--- config.mk ---
export PLATFORM = sky130hd
export DESIGN_NAME = mult_unit_flat
export DESIGN_NICKNAME = d
export VERILOG_FILES = /design/src/rtl/mult_unit_pkg.sv /design/src/rtl/mult_unit_if.sv /design/src/rtl/mult_unit_booth_step.sv /design/src/rtl/mult_unit.sv /design/src/flat_wrapper.sv
export SDC_FILE = /design/constraint.sdc
export NUM_CORES = 1
export LEC_CHECK = 0
export ABC_AREA = 1
export CAP_MARGIN = 20
export CORE_MARGIN = 5
export CORE_UTILIZATION = 60
export DETAILED_ROUTE_END_ITERATION = 12
export PLACE_DENSITY_LB_ADDON = 0.25
export SYNTH_ARGS = -nofsm -noshare
export SYNTH_HDL_FRONTEND = slang
export SYNTH_SLANG_ARGS = --single-unit
--- constraint.sdc ---
create_clock -name clk -period 4.72 [get_ports clk]
set_input_delay 1.18 -clock clk [delete_from_list [all_inputs] [get_ports clk]]
set_output_delay 1.18 -clock clk [all_outputs]
set_load 0.05 [all_outputs]
--- src/rtl/mult_unit_pkg.sv ---
// Datapath-wide definitions shared by the multiplier and the control unit decode.
// Holds the sequencer state encodings, the Booth step count and the MULT funct code.
package mult_unit_pkg;

  typedef enum logic {
    MULT_ST_IDLE = 1'b0,
    MULT_ST_RUN  = 1'b1
  } mult_state_e;

  localparam int MULT_STEPS = 32;

  // R-type funct field that selects MULT; the control unit decodes the same value
  localparam logic [5:0] FUNCT_MULT = 6'h18;

endpackage

--- src/rtl/mult_unit_if.sv ---
// Handshake and operand/result bundle between the control unit and the multiplier.
// The control unit is the master; the multiplier is the slave.
interface mult_unit_if #(
  parameter int WIDTH = 32
);

  logic             start;
  logic [WIDTH-1:0] a_in;
  logic [WIDTH-1:0] b_in;
  logic             busy;
  logic             done;
  logic [WIDTH-1:0] hi_out;
  logic [WIDTH-1:0] lo_out;

  modport master (
    output start, a_in, b_in,
    input  busy, done, hi_out, lo_out
  );

  modport slave (
    input  start, a_in, b_in,
    output busy, done, hi_out, lo_out
  );

endinterface

--- src/rtl/mult_unit_booth_step.sv ---
// One combinational radix-2 Booth step: conditional add/sub of M into A, then an
// arithmetic right shift of {A,Q,Q_1} using the sign of the post-add accumulator.
module booth_step #(
  parameter int WIDTH = 32
) (
  input  logic [WIDTH:0]   i_a,
  input  logic [WIDTH-1:0] i_q,
  input  logic             i_q1,
  input  logic [WIDTH:0]   i_m,
  output logic [WIDTH:0]   o_a,
  output logic [WIDTH-1:0] o_q,
  output logic             o_q1
);

  logic [WIDTH:0] w_sum;

  always_comb begin
    w_sum = i_a;
    case ({i_q[0], i_q1})
      2'b01:   w_sum = i_a + i_m;
      2'b10:   w_sum = i_a - i_m;
      default: w_sum = i_a;
    endcase
  end

  // A carries one extra sign bit, so the sum never overflows even for M = -2^(WIDTH-1)
  assign o_a  = {w_sum[WIDTH], w_sum[WIDTH:1]};
  assign o_q  = {w_sum[0], i_q[WIDTH-1:1]};
  assign o_q1 = i_q[0];

endmodule

--- src/rtl/mult_unit.sv ---
// Multicycle signed WIDTHxWIDTH multiplier for the MULT instruction.
// Sequences MULT_STEPS Booth steps and registers the product for HI/LO writeback.
module mult_unit
  import mult_unit_pkg::*;
#(
  parameter int WIDTH = 32
) (
  input logic        clk,
  input logic        reset,
  mult_unit_if.slave bus
);

  localparam logic [5:0] LAST_STEP = 6'(MULT_STEPS - 1);

  mult_state_e      r_state;
  logic [WIDTH:0]   r_a;
  logic [WIDTH:0]   r_m;
  logic [WIDTH-1:0] r_q;
  logic             r_q1;
  logic [5:0]       r_count;
  logic             r_busy;
  logic             r_done;
  logic [WIDTH-1:0] r_hi;
  logic [WIDTH-1:0] r_lo;

  logic [WIDTH:0]   w_a;
  logic [WIDTH-1:0] w_q;
  logic             w_q1;

  booth_step #(
    .WIDTH(WIDTH)
  ) u_booth_step (
    .i_a  (r_a),
    .i_q  (r_q),
    .i_q1 (r_q1),
    .i_m  (r_m),
    .o_a  (w_a),
    .o_q  (w_q),
    .o_q1 (w_q1)
  );

  // Operands are sampled only on the accepting edge; start during RUN is dropped
  always_ff @(posedge clk) begin
    if (reset) begin
      r_state <= MULT_ST_IDLE;
      r_a     <= '0;
      r_m     <= '0;
      r_q     <= '0;
      r_q1    <= 1'b0;
      r_count <= '0;
      r_busy  <= 1'b0;
      r_done  <= 1'b0;
      r_hi    <= '0;
      r_lo    <= '0;
    end else begin
      r_done <= 1'b0;
      case (r_state)
        MULT_ST_IDLE: begin
          if (bus.start) begin
            r_a     <= '0;
            r_q     <= bus.b_in;
            r_q1    <= 1'b0;
            r_m     <= {bus.a_in[WIDTH-1], bus.a_in};
            r_count <= '0;
            r_busy  <= 1'b1;
            r_state <= MULT_ST_RUN;
          end
        end
        MULT_ST_RUN: begin
          r_a     <= w_a;
          r_q     <= w_q;
          r_q1    <= w_q1;
          r_count <= r_count + 6'd1;
          if (r_count == LAST_STEP) begin
            r_hi    <= w_a[WIDTH-1:0];
            r_lo    <= w_q;
            r_done  <= 1'b1;
            r_busy  <= 1'b0;
            r_state <= MULT_ST_IDLE;
          end
        end
        default: r_state <= MULT_ST_IDLE;
      endcase
    end
  end

  assign bus.busy   = r_busy;
  assign bus.done   = r_done;
  assign bus.hi_out = r_hi;
  assign bus.lo_out = r_lo;

endmodule

--- src/flat_wrapper.sv ---
// flat-port wrapper written by rule: the top's interface ports become plain ports
module mult_unit_flat import mult_unit_pkg::*;
#(
  parameter int WIDTH = 32
)
  (clk, reset, bus_start, bus_a_in, bus_b_in, bus_busy, bus_done, bus_hi_out, bus_lo_out);
  mult_unit_if #(.WIDTH(WIDTH)) bus_i ();
  input logic clk;
  input logic reset;
  input wire logic [$bits(bus_i.start)-1:0] bus_start;
  input wire logic [$bits(bus_i.a_in)-1:0] bus_a_in;
  input wire logic [$bits(bus_i.b_in)-1:0] bus_b_in;
  output wire logic [$bits(bus_i.busy)-1:0] bus_busy;
  output wire logic [$bits(bus_i.done)-1:0] bus_done;
  output wire logic [$bits(bus_i.hi_out)-1:0] bus_hi_out;
  output wire logic [$bits(bus_i.lo_out)-1:0] bus_lo_out;
  assign bus_i.start = bus_start;
  assign bus_i.a_in = bus_a_in;
  assign bus_i.b_in = bus_b_in;
  assign bus_busy = bus_i.busy;
  assign bus_done = bus_i.done;
  assign bus_hi_out = bus_i.hi_out;
  assign bus_lo_out = bus_i.lo_out;
  mult_unit #(.WIDTH(WIDTH)) u_core (.clk(clk), .reset(reset), .bus(bus_i));
endmodule
==> results by group, run 1 <==
CTS
  – Max Root-Sink Buffers: 2
  – # Post-CTS Setup Buffers: 0
  – Worst-Skew Late Latency: between 0.4 and 0.5 ns
  – Reg clk slew, reported paths: about 0.070 ns
  – Post-cts gate resize count: 0
  – CTS root buf: clkbuf_16
  – Max H-tree Level: 4
  – CTS Sinks: 170
  – Hold Buf Count CTS: 0
  – CTS tree: yes
  – TritonCTS buffer count: 17

Die
  – Die height: 137 um
  – Die area: 18,700 um^2
  – Initial Util: ~61%
  – Core area: between 15,000 and 20,000 um^2
  – Rows: 46
  – Die Width: 137 um
  – I/O pins: approximately 130

Worst setup path
  – Crit-path max FO: 5
  – Most used cell, CP: nand2_1
  – CP cell instances: inv_1, nand3_2, nor3_4, nand3_2, nor3_2, nand2_1, o21ai_0, xor2_1, ha_1, nand2_1, inv_1, a21oi_1, nand2_1, a21oi_1, nand2_1, nand3_1, nand3_1, nand2_1, nand2_1, a21oi_1
  – Critical path capture point type: register
  – Critical Setup Path Class: reg2reg
  – R2R Path End: u_core.r_a[31]
  – CP arrival: ~3.9 ns
  – Setup crit start kind: register
  – Critical path data required time: approximately 5 ns
  – Crit path largest cell delay: 0.36 ns
  – Reg2Reg Depth: 20
  – Critical Path Sink: u_core.r_a[31]
  – R2r setup slk: roughly 1.2 ns
  – RR Startpoint: u_core.r_m[2]
  – Worst Setup SP: u_core.r_m[2]
  – Slowest cell on the critical path: ha_1

STA
  – Fraction of the cycle the final worst path needs: roughly three quarters
  – Final Hold Fails: 0
  – Min cycle time layout: 3.49 ns
  – Setup TNS: 0 ns
  – # setup viols final: 0
  – Fmax achieved: between 0.2 and 0.3 GHz
  – Hold WS: approximately 0.47 ns
  – Worst Max-Slew Pin Slew: around 0.75 ns
  – Max-slew headroom: about half
  – Final Skew: 0.00877 ns
  – Unrepaired setup endpoints after global routing: false
  – Fin. max-slew vios: 0

Yosys
  – Flop and latch count out of synthesis: 170
  – Post-synthesis sequential area ratio: roughly a third
  – Number of distinct library cells after synthesis: 45
  – Syn Nets: 1,555
  – Share of the synthesized area in the top cell type: 35.3%
  – Post-Syn Area: just under 10,000 um^2
  – Dominant cell type by area after synthesis: dfxtp_1
  – Synthesized instance count: approximately 1.5k
  – Synth Warn #: 0
  – Mean area per synthesized cell: 6.65 um^2
  – Synth area leaders: dfxtp_1, nand2_1, nand3_1

Route
  – Vias per cell: approximately 5.6
  – Aggregate routed wire length: 29.1 mm
  – Detailed-route via count: between 9k and 10k
  – First-pass DRT Iterations: 5
  – Routed wire per std cell: about 16 um
  – Final ANT Viol Nets: 0
  – DRC violations left: 0
  – DR iter-0 viols: between 800 and 900

Place
  – GP Congestion: 1.06
  – Hpwl dp: ~22 mm
  – Port Buffers: roughly 130
  – Dpl cell area: 11,100 um^2

Final layout
  – Post-Layout Inst Area: about 12,000 um^2
  – Syn-to-layout area delta: 21.5%
  – Net count, final: 1,657
  – Most frequent cells in the layout: nand2_1, inv_1, dfxtp_1
  – Ant. Diodes: 0
  – # fillers: 1,300
  – Share of post-route cells with drive strength above 1: 7.34%
  – Most common cell after layout, fill and taps aside: nand2_1
  – Final Util: 74.1%

Flow run
  – Max-Cap Viols: 0

Power
  – Total power: approximately 3700 uW
  – Power density cells: about 320 nW/um^2
  – Pleak: about 0.0053 uW
  – Maximum VDD drop: 0.280 mV

Status
  – Status: complete, no violations

GRT
  – Overall Global Routing Usage: 31.6%
  – Largest net degree at the start of global routing: 66
  – First-pass GRT wire length: around 47 mm
  – Initial antenna violation count: 0
  – Vias in the first global route: approximately 9.3k
  – Congestion Overflow GR: 0

Hold path
  – Hold Crit Class: reg2reg
power by group:
part / switching, uW / internal, uW / leakage, uW
combinational: 489 / 275 / 0.00360
sequential: 49.9 / 1480 / 0.00138
clock: 672 / 758 / 0.000293
worst min path at each step:
| stage | depth (start not counted) | slack (ns) | end | from |
|---|---|---|---|---|
| after floorplan | 2 | 0.44 | u_core.bus.lo_out[0] | u_core.r_q[1] |
| after global placement | 2 | 0.45 | u_core.r_q1 | u_core.r_q1 |
| after detailed placement | 2 | 0.46 | u_core.bus.lo_out[17] | u_core.r_q[18] |
| after CTS | 2 | 0.47 | u_core.r_q1 | u_core.r_q1 |
| after global routing | 2 | 0.49 | u_core.r_q1 | u_core.r_q1 |
| final | 2 | 0.47 | u_core.bus.hi_out[31] | u_core.bus.hi_out[31] |
final cells by class:
cell class                 instances  area (um^2)  share of cell area [%]
multi-input combinational       1037         5330                    45.4
sequential                       170         3400                    29.0
timing repair buffer             148         1450                    12.4
inverter                         180          677                    5.77
clock buffer                      17          425                    3.63
tap                              216          270                    2.30
clock inverter                    14          174                    1.48
worst max-delay path: cells and delay by family (launching register included):
family / cells / cell delay, ns
AND/OR/NAND/NOR: 12 / 1.52
AO/OA/AOI/OAI: 4 / 0.80
adder cells (fa/ha/maj): 1 / 0.36
flip-flops: 1 / 0.31
XOR/XNOR: 1 / 0.23
buffers and inverters: 2 / 0.18
metrics by stage:
step	setup WS, ns	instances
after global routing	0.866	1782
after detailed placement	1.36	1751
after CTS	1.32	1782
final	1.23	1782
after global placement	1.40	1751
after floorplan	1.91	1452
synthesized netlist by cell type (all sizes together):
library cell  count
ha               35
nand4             9
o31ai             1
nor2            149
a41oi             1
xnor2            14
o22ai             3
dfxtp           170
a21oi            88
o21ai           120
a2bb2oi           1
xor2             18
o21bai            5
or2              21
a31oi             3
a21o              4
fa                1
o21a              1
nand3           141
inv             180
nor4              4
nand3b            2
o211ai            4
a22oi             4
o221ai           21
a221oi            1
buf              20
and2              3
nor3             12
clkbuf           45
nand2           371
registers in the layout (all words and copies together) (netlist names):
register	flops
u_core.bus.hi_out	32
u_core.bus.lo_out	32
u_core.bus.busy	1
u_core.r_q1	1
u_core.r_a	32
u_core.bus.done	1
u_core.r_state	1
u_core.r_m	32
u_core.r_count	6
u_core.r_q	32
metal layers:
| layer | vias to the layer above | track usage, % | part of all wire [%] |
|---|---|---|---|
| met4 | 0 | 9.70 | 2.1 |
| met3 | 46 | 8.49 | 9.0 |
| met1 | 4577 | 42.3 | 44 |
| li1 | 4910 | - | - |
| met5 | - | 0 | 0 |
| met2 | 412 | 49.9 | 45 |
cell families after synthesis:
family,synth area share [%]
buffers and inverters,9.68
flip-flops,35.3
AO/OA/AOI/OAI,15.4
adder cells (fa/ha/maj),4.74
AND/OR/NAND/NOR,32.0
XOR/XNOR,2.90
No activity file was read; power rests on OpenSTA's default activity.
==> run 2: changes to the inputs <==
--- a/config.mk
+++ b/config.mk
@@ -8,7 +8,7 @@
 export ABC_AREA = 1
 export CAP_MARGIN = 20
 export CORE_MARGIN = 5
-export CORE_UTILIZATION = 60
+export CORE_UTILIZATION = 56
 export DETAILED_ROUTE_END_ITERATION = 12
 export PLACE_DENSITY_LB_ADDON = 0.25
 export SYNTH_ARGS = -nofsm -noshare
==> constraint.sdc (replaced) <==
create_clock -name clk -period 3.3 [get_ports clk]
set_input_delay 0.825 -clock clk [delete_from_list [all_inputs] [get_ports clk]]
set_output_delay 0.825 -clock clk [all_outputs]
set_load 0.05 [all_outputs]
==> run 2 against run 1 <==
Design area increased by 5.7%. Total power grew 46%. Fmax rose by 8.6%. Sequential share of layout area decreased by 1.5 points. Register-to-register slack got worse by 1.1 ns. Critical endpoint unchanged. Global-route usage down 3.2 points.
==> results by group, run 2 (synthesis gave the netlist of run 1 again) <==
Place
  – Hpwl dp: between 20 and 25 mm
  – Cell Count Post-Placement: 1,774
  – GP Congestion: between 0.9 and 1
  – Port Buffers: 132

Power
  – Power density cells: approximately 440 nW/um^2
  – Pleak: 0.00542 uW
  – Total power: between 5000 and 6000 uW
  – Maximum VDD drop: between 0.4 and 0.5 mV

Hold path
  – Hold Crit Class: reg2reg

CTS
  – Max Root-Sink Buffers: 2
  – TritonCTS buffer count: 17
  – Hold Buf Count CTS: 0
  – CTS tree: yes
  – CTS Sinks: 170
  – Reg clk slew, reported paths: around 0.070 ns
  – Max H-tree Level: 4
  – CTS root buf: clkbuf_16
  – Worst-Skew Late Latency: around 0.44 ns

Die
  – Rows: between 40 and 50
  – Initial Util: 56.4%
  – Die area: between 15,000 and 20,000 um^2
  – Die Width: between 100 and 150 um
  – I/O pins: between 100 and 150
  – Die height: 141 um
  – Core area: roughly 17,000 um^2

Route
  – Aggregate routed wire length: 29.3 mm
  – DRC violations left: 0
  – Vias per cell: approximately 5.5
  – Routed wire per std cell: approximately 16 um
  – Detailed-route via count: ~10k
  – First-pass DRT Iterations: 5
  – Final ANT Viol Nets: 0
  – DR iter-0 viols: about 850

STA
  – Max-slew headroom: between 50 and 60%
  – Fmax achieved: about 0.31 GHz
  – Final Skew: roughly 0.013 ns
  – Worst Max-Slew Pin Slew: between 0.7 and 0.8 ns
  – Min cycle time layout: approximately 3.2 ns
  – # setup viols final: 0
  – Unrepaired setup endpoints after global routing: true
  – Fin. max-slew vios: 0
  – Fraction of the cycle the final worst path needs: between 90% and 100%
  – Final Hold Fails: 0

Final layout
  – # fillers: roughly 1.4k
  – Final Util: 72.5%
  – Syn-to-layout area delta: 28.5%
  – Multi-input logic area: ~5800 um^2
  – Ant. Diodes: 0
  – Most common cell after layout, fill and taps aside: nand2_1
  – Most frequent cells in the layout: nand2_1, inv_1, dfxtp_1
  – Net count, final: approximately 1.7k
  – Non-Filler Instances: between 1.5k and 2k
  – Share of post-route cells with drive strength above 1: about 15%
  – Register area: 3410 um^2

Worst setup path
  – Critical path capture point type: register
  – Setup crit start kind: register
  – CP arrival: around 3.6 ns
  – Crit-path max FO: 4
  – Critical Setup Path Class: reg2reg
  – Critical path data required time: around 3.7 ns
  – R2r setup slk: around 0.084 ns

Flow run
  – Max-Cap Viols: 0

GRT
  – Largest net degree at the start of global routing: between 100 and 150
  – Vias in the first global route: 9,193
  – Overall Global Routing Usage: around 28%
  – Congestion Overflow GR: 0
  – Initial antenna violation count: 0
  – First-pass GRT wire length: 45.9 mm

Status
  – Status: complete, no violations
## run 2: cell types whose count changed in the layout (fill, tap and decap cells not counted), moves of 7 or more
cell	before	now
ha_4	0	10
ha_1	35	20
nand2_2	18	33
o21ai_0	103	93
nor2_1	142	122
o21ai_1	13	20
nand2_1	353	336
nor2_2	5	20
buf_4	15	35
a21oi_1	79	58
a21oi_2	9	28
## run 2: worst max-delay path, cell delays in order (launching register included)
cell     delay (ns)
dfxtp_1        0.35
nor2_1         0.13
nand2_1        0.10
nor2_4         0.14
inv_2          0.06
nor3_4         0.22
a31oi_4        0.17
a21oi_4        0.19
o21ai_2        0.08
xor2_1         0.26
ha_1           0.32
nand2_2        0.12
a21oi_2        0.04
nor2_1         0.12
nand2_1        0.08
a21oi_2        0.13
nand2_2        0.11
nand3_1        0.10
nand3_1        0.09
nand2_1        0.10
nand2_1        0.07
a21oi_2        0.14
## run 2: path summary, 6_finish.rpt
check                      from             end  cells past startpoint
setup / recovery  u_core.r_m[6]  u_core.r_a[31]                     21
hold / removal      u_core.r_q1     u_core.r_q1                      2
setup reg to reg  u_core.r_m[6]  u_core.r_a[31]                     21
hold reg to reg     u_core.r_q1     u_core.r_q1                      2
## run 2: cell type report
type                    count  area share [%]
clock buffers              19            3.65
clock inverters            13            1.19
inverters                 180            5.50
multi-input cells        1037            46.6
flip-flops and latches    170            27.5
well taps                 225            2.27
repair buffers            171            13.3
## run 2: per-stage QoR
stage | TNS (ns) | cell area [um^2] | setup WS [ns] | hold WS, ns
2_1_floorplan | 0 | 9650 | 0.488 | 0.440
3_3_place_gp | 0 | 11300 | 0.0227 | 0.448
3_5_place_dp | -0.0596 | 11300 | -0.0399 | 0.455
4_1_cts | 0 | 11900 | 0.0259 | 0.463
5_1_grt | -0.443 | 12400 | -0.123 | 0.490
6_report | 0 | 12400 | 0.0839 | 0.465
## run 2: timing repair
action / 4_1_cts / 5_1_grt
cloned: 0 / 0
pin swaps: 1 / 28
gates resized for setup: 3 / 126
setup buffers: 1 / 8
endpoints found under the setup margin: 3 / 40
## run 2: per-layer routing
| layer | up-vias | GRT usage, % | wire (um) |
|---|---|---|---|
| met2 | 367 | 44.5 | 13300 |
| met5 | - | 0 | 0 |
| met3 | 47 | 6.47 | 2220 |
| li1 | 4956 | - | - |
| met4 | 0 | 9.28 | 736 |
| met1 | 4654 | 38.8 | 13100 |
## run 2: power by group
group	internal [uW]	total, uW	switching [uW]
Combinational	473	1240	769
Clock	1060	2020	967
Sequential	2120	2190	68.1
